$ cat config.mk
export PLATFORM = sky130hd
export DESIGN_NAME = button_reader
export DESIGN_NICKNAME = d
export VERILOG_FILES = /design/src/rtl/button_reader.sv
export SDC_FILE = /design/constraint.sdc
export NUM_CORES = 1
export LEC_CHECK = 0
export CAP_MARGIN = 40
export CORE_ASPECT_RATIO = 1.2
export CORE_MARGIN = 2
export CORE_UTILIZATION = 50
export DETAILED_ROUTE_END_ITERATION = 10
export PLACE_DENSITY = 0.69
export SLEW_MARGIN = 15
export SYNTH_ARGS = -nofsm -noshare
export SYNTH_HDL_FRONTEND = slang
export SYNTH_SLANG_ARGS = --single-unit
$ cat constraint.sdc
create_clock -name clk -period 2.8 [get_ports clk]
set_clock_uncertainty 0.1 [all_clocks]
set_input_delay 0.84 -clock clk [delete_from_list [all_inputs] [get_ports clk]]
set_output_delay 0.84 -clock clk [all_outputs]
set_load 0.02 [all_outputs]
$ cat src/rtl/button_reader.sv
// Debounced active-low push-button reader producing a clean level plus
// press / release / long-press / auto-repeat single-cycle strobes.
module button_reader #(
  parameter int TANG_NANO_HZ  = 24_000_000,
  parameter int DEBOUNCE_MS   = 10,
  parameter int LONG_PRESS_MS = 1000,
  parameter int REPEAT_MS     = 250
) (
  input  logic clk,
  input  logic rst,
  input  logic btn_n,
  output logic pressed,
  output logic press_pulse,
  output logic release_pulse,
  output logic long_pulse,
  output logic repeat_pulse
);

  localparam int DEB_CYCLES  = TANG_NANO_HZ / 1000 * DEBOUNCE_MS;
  localparam int LONG_CYCLES = TANG_NANO_HZ / 1000 * LONG_PRESS_MS;
  localparam int REP_CYCLES  = TANG_NANO_HZ / 1000 * REPEAT_MS;
  localparam int DEB_W  = $clog2(DEB_CYCLES + 1);
  localparam int HOLD_W = $clog2(LONG_CYCLES + 1);
  localparam int REP_W  = $clog2(REP_CYCLES + 1);
  localparam logic [DEB_W-1:0]  DEB_LAST  = DEB_W'(DEB_CYCLES - 1);
  localparam logic [HOLD_W-1:0] HOLD_LAST = HOLD_W'(LONG_CYCLES - 1);
  localparam logic [REP_W-1:0]  REP_LAST  = REP_W'(REP_CYCLES - 1);

  generate
    if (DEB_CYCLES < 1 || REP_CYCLES < 1 || LONG_CYCLES <= DEB_CYCLES) begin : g_param_check
      $error("button_reader: derived cycle counts must be >= 1 and LONG_CYCLES > DEB_CYCLES");
    end
  endgenerate

  typedef enum logic [2:0] {
    ST_IDLE, ST_PRESS_WAIT, ST_HELD, ST_LONG, ST_RELEASE_WAIT
  } state_t;

  state_t            state_q, state_d;
  logic              sync1_q, sync2_q;
  logic [DEB_W-1:0]  deb_q, deb_d;
  logic [HOLD_W-1:0] hold_q, hold_d;
  logic [REP_W-1:0]  rep_q, rep_d;
  logic              was_long_q, was_long_d;
  logic              pressed_q, pressed_d;
  logic              press_q, press_d;
  logic              release_q, release_d;
  logic              long_q, long_d;
  logic              repeat_q, repeat_d;

  always_ff @(posedge clk) begin
    if (rst) begin
      sync1_q    <= 1'b1;
      sync2_q    <= 1'b1;
      state_q    <= ST_IDLE;
      deb_q      <= {DEB_W{1'b0}};
      hold_q     <= {HOLD_W{1'b0}};
      rep_q      <= {REP_W{1'b0}};
      was_long_q <= 1'b0;
      pressed_q  <= 1'b0;
      press_q    <= 1'b0;
      release_q  <= 1'b0;
      long_q     <= 1'b0;
      repeat_q   <= 1'b0;
    end else begin
      sync1_q    <= btn_n;
      sync2_q    <= sync1_q;
      state_q    <= state_d;
      deb_q      <= deb_d;
      hold_q     <= hold_d;
      rep_q      <= rep_d;
      was_long_q <= was_long_d;
      pressed_q  <= pressed_d;
      press_q    <= press_d;
      release_q  <= release_d;
      long_q     <= long_d;
      repeat_q   <= repeat_d;
    end
  end

  always_comb begin
    state_d    = state_q;
    deb_d      = deb_q;
    hold_d     = hold_q;
    rep_d      = rep_q;
    was_long_d = was_long_q;
    pressed_d  = pressed_q;
    press_d    = 1'b0;
    release_d  = 1'b0;
    long_d     = 1'b0;
    repeat_d   = 1'b0;
    case (state_q)
      ST_IDLE: begin
        if (!sync2_q) begin
          if (DEB_CYCLES == 1) begin
            state_d   = ST_HELD;
            press_d   = 1'b1;
            pressed_d = 1'b1;
            hold_d    = {HOLD_W{1'b0}};
          end else begin
            state_d = ST_PRESS_WAIT;
            deb_d   = DEB_W'(1);
          end
        end else begin
          deb_d = {DEB_W{1'b0}};
        end
      end
      ST_PRESS_WAIT: begin
        if (sync2_q) begin
          state_d = ST_IDLE;
          deb_d   = {DEB_W{1'b0}};
        end else if (deb_q == DEB_LAST) begin
          state_d   = ST_HELD;
          press_d   = 1'b1;
          pressed_d = 1'b1;
          hold_d    = {HOLD_W{1'b0}};
          deb_d     = {DEB_W{1'b0}};
        end else begin
          deb_d = deb_q + DEB_W'(1);
        end
      end
      ST_HELD, ST_LONG: begin
        if (sync2_q) begin
          // A release sample counts as the first stable-high sample.
          was_long_d = (state_q == ST_LONG);
          if (DEB_CYCLES == 1) begin
            state_d   = ST_IDLE;
            release_d = 1'b1;
            pressed_d = 1'b0;
          end else begin
            state_d = ST_RELEASE_WAIT;
            deb_d   = DEB_W'(1);
          end
        end else if (state_q == ST_HELD) begin
          hold_d = hold_q + HOLD_W'(1);
          if (hold_q == HOLD_LAST) begin
            state_d = ST_LONG;
            long_d  = 1'b1;
            rep_d   = {REP_W{1'b0}};
          end else begin
            state_d = ST_HELD;
          end
        end else if (rep_q == REP_LAST) begin
          repeat_d = 1'b1;
          rep_d    = {REP_W{1'b0}};
        end else begin
          rep_d = rep_q + REP_W'(1);
        end
      end
      ST_RELEASE_WAIT: begin
        if (!sync2_q) begin
          state_d = was_long_q ? ST_LONG : ST_HELD;
          deb_d   = {DEB_W{1'b0}};
        end else if (deb_q == DEB_LAST) begin
          state_d   = ST_IDLE;
          release_d = 1'b1;
          pressed_d = 1'b0;
          deb_d     = {DEB_W{1'b0}};
        end else begin
          deb_d = deb_q + DEB_W'(1);
        end
      end
      default: begin
        state_d = ST_IDLE;
      end
    endcase
  end

  assign pressed       = pressed_q;
  assign press_pulse   = press_q;
  assign release_pulse = release_q;
  assign long_pulse    = long_q;
  assign repeat_pulse  = repeat_q;

endmodule

# Yosys cells after proc, flatten, opt, wreduce, memory -nomap -nowiden
# Index checks and enable logic that the tools add are counted.
op_classes:
  add_sub_neg: 3
  n_mul: 0
  n_div: 0
  magnitude_cmp: 0
  eq_ne: 19
  n_shift: 0
  mux: 32
  n_bitwise: 5
  n_reduce_logical: 15
ops:
  columns: ["op", "count"]
  rows:
  - ["25-bit 2-to-1 mux", 4]
  - ["18-bit 2-to-1 mux", 4]
  - ["18-bit one-hot mux with 4 select lines", 1]
  - ["23-bit 2-to-1 mux", 3]
  - ["25-bit one-hot mux with 2 select lines", 1]
  - ["25-bit by 1-bit adder with 25-bit output, second input constant", 1]
  - ["25-bit == test, second input constant", 1]
  - ["23-bit by 1-bit adder with 23-bit output, second input constant", 1]
  - ["23-bit == test, second input constant", 1]
  - ["3-bit 2-to-1 mux", 7]
  - ["18-bit by 1-bit adder with 18-bit output, second input constant", 1]
  - ["18-bit == test, second input constant", 1]
  - ["2-bit != test, second input constant", 8]
  - ["3-bit one-hot mux with 4 select lines", 1]
  - ["1-bit 2-to-1 mux", 10]
  - ["5-bit AND reduction", 2]
  - ["3-bit != test, second input constant", 3]
  - ["4-bit OR reduction", 2]
  - ["3-bit by 2-bit == test with 1-bit output, second input constant", 2]
  - ["3-bit OR reduction", 2]
  - ["1-bit inverter", 5]
  - ["2-bit AND reduction", 2]
  - ["4-bit AND reduction", 1]
  - ["2-bit nonzero test", 2]
  - ["other kinds (8)", 8]
word_totals:
  ff_bits: 77
  latchBits: 0
  ram_bits: 0
  mem_bits_ro: 0
  inputBits: 3
  out_inout_bits: 5
  wordCells: 86
  n_memories: 0

# Longest topological paths before layout
depth:
  word_depth: 5
  ltp_mapped: 9
  depth_no_buf: 7

# Worst setup path after synthesis
# OpenSTA, ideal clock, no wires.
synth_timing:
  path_type: "register to register"
  startpoint: "register hold_q[0]"
  endpoint: "register rep_q[4]"
  setup_time_ps: 70
  arrival_ps: 2413
  required_ps: 2630
  slack_ps: 216
  path_stages_with_launch: 9
  path_buffers: 1
  synth_period_minus_slack_ps: 2584
  cell_sequence: "dfxtp_1 -> ha_1 -> nand2_1 -> or4b_1 -> o31a_1 -> buf_6 -> nand2b_4 -> or4_1 -> a21oi_1"
synth_via:
  elab_chain_len: 3
synth_lines:
  columns: ["item", "line_no", "source"]
  rows:
  - ["start, declared", "42", "logic [HOLD_W-1:0] hold_q, hold_d;"]
  - ["start signal, assigned", "57", "hold_q <= {HOLD_W{1'b0}};"]
  - ["start signal, assigned", "70", "hold_q <= hold_d;"]
  - ["25-bit == test", "136", "if (hold_q == HOLD_LAST) begin"]
  - ["2-bit by 1-bit != test with 1-bit output (no line)", null, null]
  - ["3-bit AND reduction (no line)", null, null]
  - ["end signal, assigned", "58", "rep_q <= {REP_W{1'b0}};"]
  - ["end signal, assigned", "71", "rep_q <= rep_d;"]
  - ["end, declared", "43", "logic [REP_W-1:0] rep_q, rep_d;"]
# No other way between the ends.
# A chain may end at the register's enable or synchronous reset.

# Worst setup path after layout
layout_timing:
  startpoint: "register hold_q[14]"
  endpoint: "register rep_q[11]"
# Same word-level chain as after synthesis.

==> results.json <==
{
  "outcome": "finished clean",
  "setup_failing_eps_final": 0,
  "via_count": 3282,
  "crit_path_end_kind": "flip-flop",
  "drc_errors": 0,
  "grt_pass1_wl_um": 14400,
  "overflow": 0,
  "nets": 486,
  "fmax_mhz": 378,
  "hold_buffers": 0,
  "arrival_ns": 2.79,
  "num_rows": 35,
  "peakVddDrop_mv": 0.366,
  "die_height_um": 100,
  "crit_required_ns": 2.94,
  "worst_slew_margin_rel": 0.632,
  "worst_path_max_stage_delay_ns": 0.53,
  "tritoncts": "built",
  "fp.dieArea_um2": 8420,
  "min_period_ns": 2.65,
  "synthToLayoutAreaGrowth_pct": 13.0,
  "drtAntennaViolNets": 0,
  "report.final.slew_viol_count": 0,
  "crit_slowest_cell": "sky130_fd_sc_hd__or4b_1",
  "floorplan.io_pins": 8,
  "vias_per_cell": 5.69,
  "dp_worst_setup_slack_ns": 0.200,
  "cap_violations": 0,
  "hold_viol_final": 0,
  "synthTopCellsByArea": "sky130_fd_sc_hd__dfxtp_1 (40%), sky130_fd_sc_hd__xnor2_1 (10%), sky130_fd_sc_hd__nor2_1 (7.6%)",
  "critical_path_class": "flip-flop to flip-flop",
  "die_x_um": 84.1,
  "clock_tree.htree_level_count": 3,
  "dpl_cell_area_um2": 4080,
  "clkSlewWorstSetupHoldPaths_ns": 0.08,
  "netlist_area_um2": 3850,
  "placed_wire_length_estimate_after_detailed_placement_um": 5490,
  "number_of_global_route_vias_before_repair": 3220,
  "worstMarginPinSlew_ns": 0.547,
  "post-route-period-util": 0.945,
  "tritoncts_num_sinks": 77,
  "synth-async-reset-ratio": 0,
  "sequential_cell_area_um2": 1540,
  "grt_antenna_before_repair": 0,
  "drt_iter0_drc": 218,
  "floorplan.core_area_um2": 7580,
  "fillerInstances": 720,
  "pwr_density_cell_nw_per_um2": 517,
  "groute.usage.overall": 0.206,
  "critPathMaxFanout": 16,
  "worstSetupStartpointType": "flip-flop",
  "cp_cell_sequence": "or4b_1 > or4_1 > o31a_1 > buf_4 > nor4b_1 > xnor2_1 > nor2_1",
  "synth_top_area_cell": "sky130_fd_sc_hd__dfxtp_1",
  "layout.cells.non_filler": 577,
  "synthesis.nets": 473,
  "r2r_setup_slack_ns": 0.15,
  "yosys_register_bits": 77,
  "number_of_flops_mapped_to_enable_cells_by_yosys": 0,
  "final_design_area_no_fill_um2": 4350,
  "final_layout_size_suffix_gt1_frac": 0.0845,
  "avgRoutedWirePerCell_um": 14.0,
  "gp_congestion": 0.825,
  "primary_flip_flop_cell_chosen_by_synthesis_mapping": "sky130_fd_sc_hd__dfxtp_1",
  "drt_first_pass_iters": 4,
  "clock_tree.root_cell": "sky130_fd_sc_hd__clkbuf_8",
  "rsz0062_at_grt": "no",
  "cts_buffers": 9,
  "synthesis.area_per_instance_um2": 8.24,
  "yosys_warnings": 0,
  "hold_path.class": "flip-flop to flip-flop",
  "multi_input_area_um2": 2190,
  "mostFrequentLayoutCells": "sky130_fd_sc_hd__nor2_1 (77), sky130_fd_sc_hd__dfxtp_1 (77), sky130_fd_sc_hd__xnor2_1 (46)",
  "fin_ws_ns": 0.153,
  "synth-seq-area-share": 0.401,
  "clockBufferDepth": 2,
  "antenna_cells": 0,
  "synth_cell_type_count": 48,
  "final.setup.tns_ns": 0,
  "clkLatencyLatePin_ns": 0.35,
  "synth.top_cell.area_share": 0.401,
  "grt_max_degree": 26,
  "port_buffers": 7,
  "placed_cells_incl_taps": 561,
  "power.leakage_uw": 0.00133,
  "syn_inst": 467,
  "floorplan.initialDensity": 0.508,
  "routed_wirelength_um": 8050
}
## metrics by stage
stage / power, uW / utilization / hold slack, ns
detailed placement: 1180 / 0.539 / 0.304
finish: 2250 / 0.574 / 0.319
CTS: 2260 / 0.574 / 0.326
global route: 2320 / 0.574 / 0.331
global placement: 1180 / 0.539 / 0.294
floorplan: 1170 / - / 0.289
## final timing paths
path,cells past startpoint,startpoint,endpoint
setup reg to reg,7,hold_q[14],rep_q[11]
hold / removal,1,sync1_q,sync2_q
setup / recovery,7,hold_q[14],rep_q[11]
hold reg to reg,1,sync1_q,sync2_q
## final cells by class
class | count | share of cell area
tap | 92 | 0.0265
sequential | 77 | 0.354
clock buffer | 9 | 0.0285
multi-input combinational | 362 | 0.503
inverter | 6 | 0.00518
timing repair buffer | 24 | 0.0512
clock inverter | 7 | 0.0316
## critical path, delay by kind of cell, from the launching register on
family / cells / cell delay (ns)
AND/OR/NAND/NOR: 4 / 1.41
flip-flops: 1 / 0.34
AO/OA/AOI/OAI: 1 / 0.31
buffers and inverters: 1 / 0.21
XOR/XNOR: 1 / 0.17
## synthesized netlist by cell type, types with 2 or more instances
cell / number
sky130_fd_sc_hd__nor4b_1: 6
sky130_fd_sc_hd__inv_1: 6
sky130_fd_sc_hd__and3_1: 9
sky130_fd_sc_hd__a21o_1: 3
sky130_fd_sc_hd__a21oi_1: 16
sky130_fd_sc_hd__buf_6: 2
sky130_fd_sc_hd__a211oi_1: 16
sky130_fd_sc_hd__mux2i_1: 2
sky130_fd_sc_hd__and4_1: 5
sky130_fd_sc_hd__or4_1: 3
sky130_fd_sc_hd__a2111oi_0: 7
sky130_fd_sc_hd__nor4_1: 14
sky130_fd_sc_hd__or3_1: 3
sky130_fd_sc_hd__and2_1: 2
sky130_fd_sc_hd__nand2b_1: 10
sky130_fd_sc_hd__o21a_1: 2
sky130_fd_sc_hd__xnor2_1: 46
sky130_fd_sc_hd__nand2_1: 38
sky130_fd_sc_hd__xor2_1: 5
sky130_fd_sc_hd__or4b_1: 2
sky130_fd_sc_hd__ha_1: 3
sky130_fd_sc_hd__a311oi_1: 6
sky130_fd_sc_hd__nor2b_1: 6
sky130_fd_sc_hd__dfxtp_1: 77
sky130_fd_sc_hd__nand3_1: 28
sky130_fd_sc_hd__or2_2: 3
sky130_fd_sc_hd__nor3_1: 15
sky130_fd_sc_hd__nor2_1: 78
sky130_fd_sc_hd__clkbuf_1: 15
sky130_fd_sc_hd__o21ai_0: 7
sky130_fd_sc_hd__buf_2: 3
sky130_fd_sc_hd__nand4_1: 11
sky130_fd_sc_hd__nand3b_1: 3
## cell families after synthesis
| kind of cell | after synthesis | share of synthesized area |
|---|---|---|
| xor gates and xnor gates | 51 | 0.116 |
| buffers and inverters | 28 | 0.0325 |
| muxes | 2 | 0.00520 |
| AOI/OAI and AO/OA | 67 | 0.123 |
| adders and majority gates | 3 | 0.00975 |
| and+or+nand+nor | 239 | 0.313 |
| DFF | 77 | 0.401 |
## registers in the layout (all words and copies together) (netlist names)
| register | count |
|---|---|
| press_pulse | 1 |
| state_q | 3 |
| release_pulse | 1 |
| sync1_q | 1 |
| rep_q | 23 |
| long_pulse | 1 |
| was_long_q | 1 |
| pressed | 1 |
| repeat_pulse | 1 |
| hold_q | 25 |
| deb_q | 18 |
| sync2_q | 1 |
## power by group
part	switching, uW	internal [uW]	leakage, uW
logic	31.2	21.4	0.000578
registers	6.43	1100	0.000621
clock network	411	679	0.000129
total	449	1800	0.00133
## layer usage
layer / vias up / wire length [um] / global-route usage / part of all wire
met5: - / 0 / 0 / 0
met4: 0 / 163 / 0.0868 / 0.020
met3: 16 / 247 / 0.0378 / 0.031
met2: 45 / 3920 / 0.346 / 0.49
met1: 1534 / 3720 / 0.259 / 0.46
li1: 1687 / - / - / -
## timing repair
action                                  CTS  global route
buffers inserted                          0             0
endpoints found under the setup margin    0             2
gates resized for setup                   0             2
(Power assumes the default switching activity.)
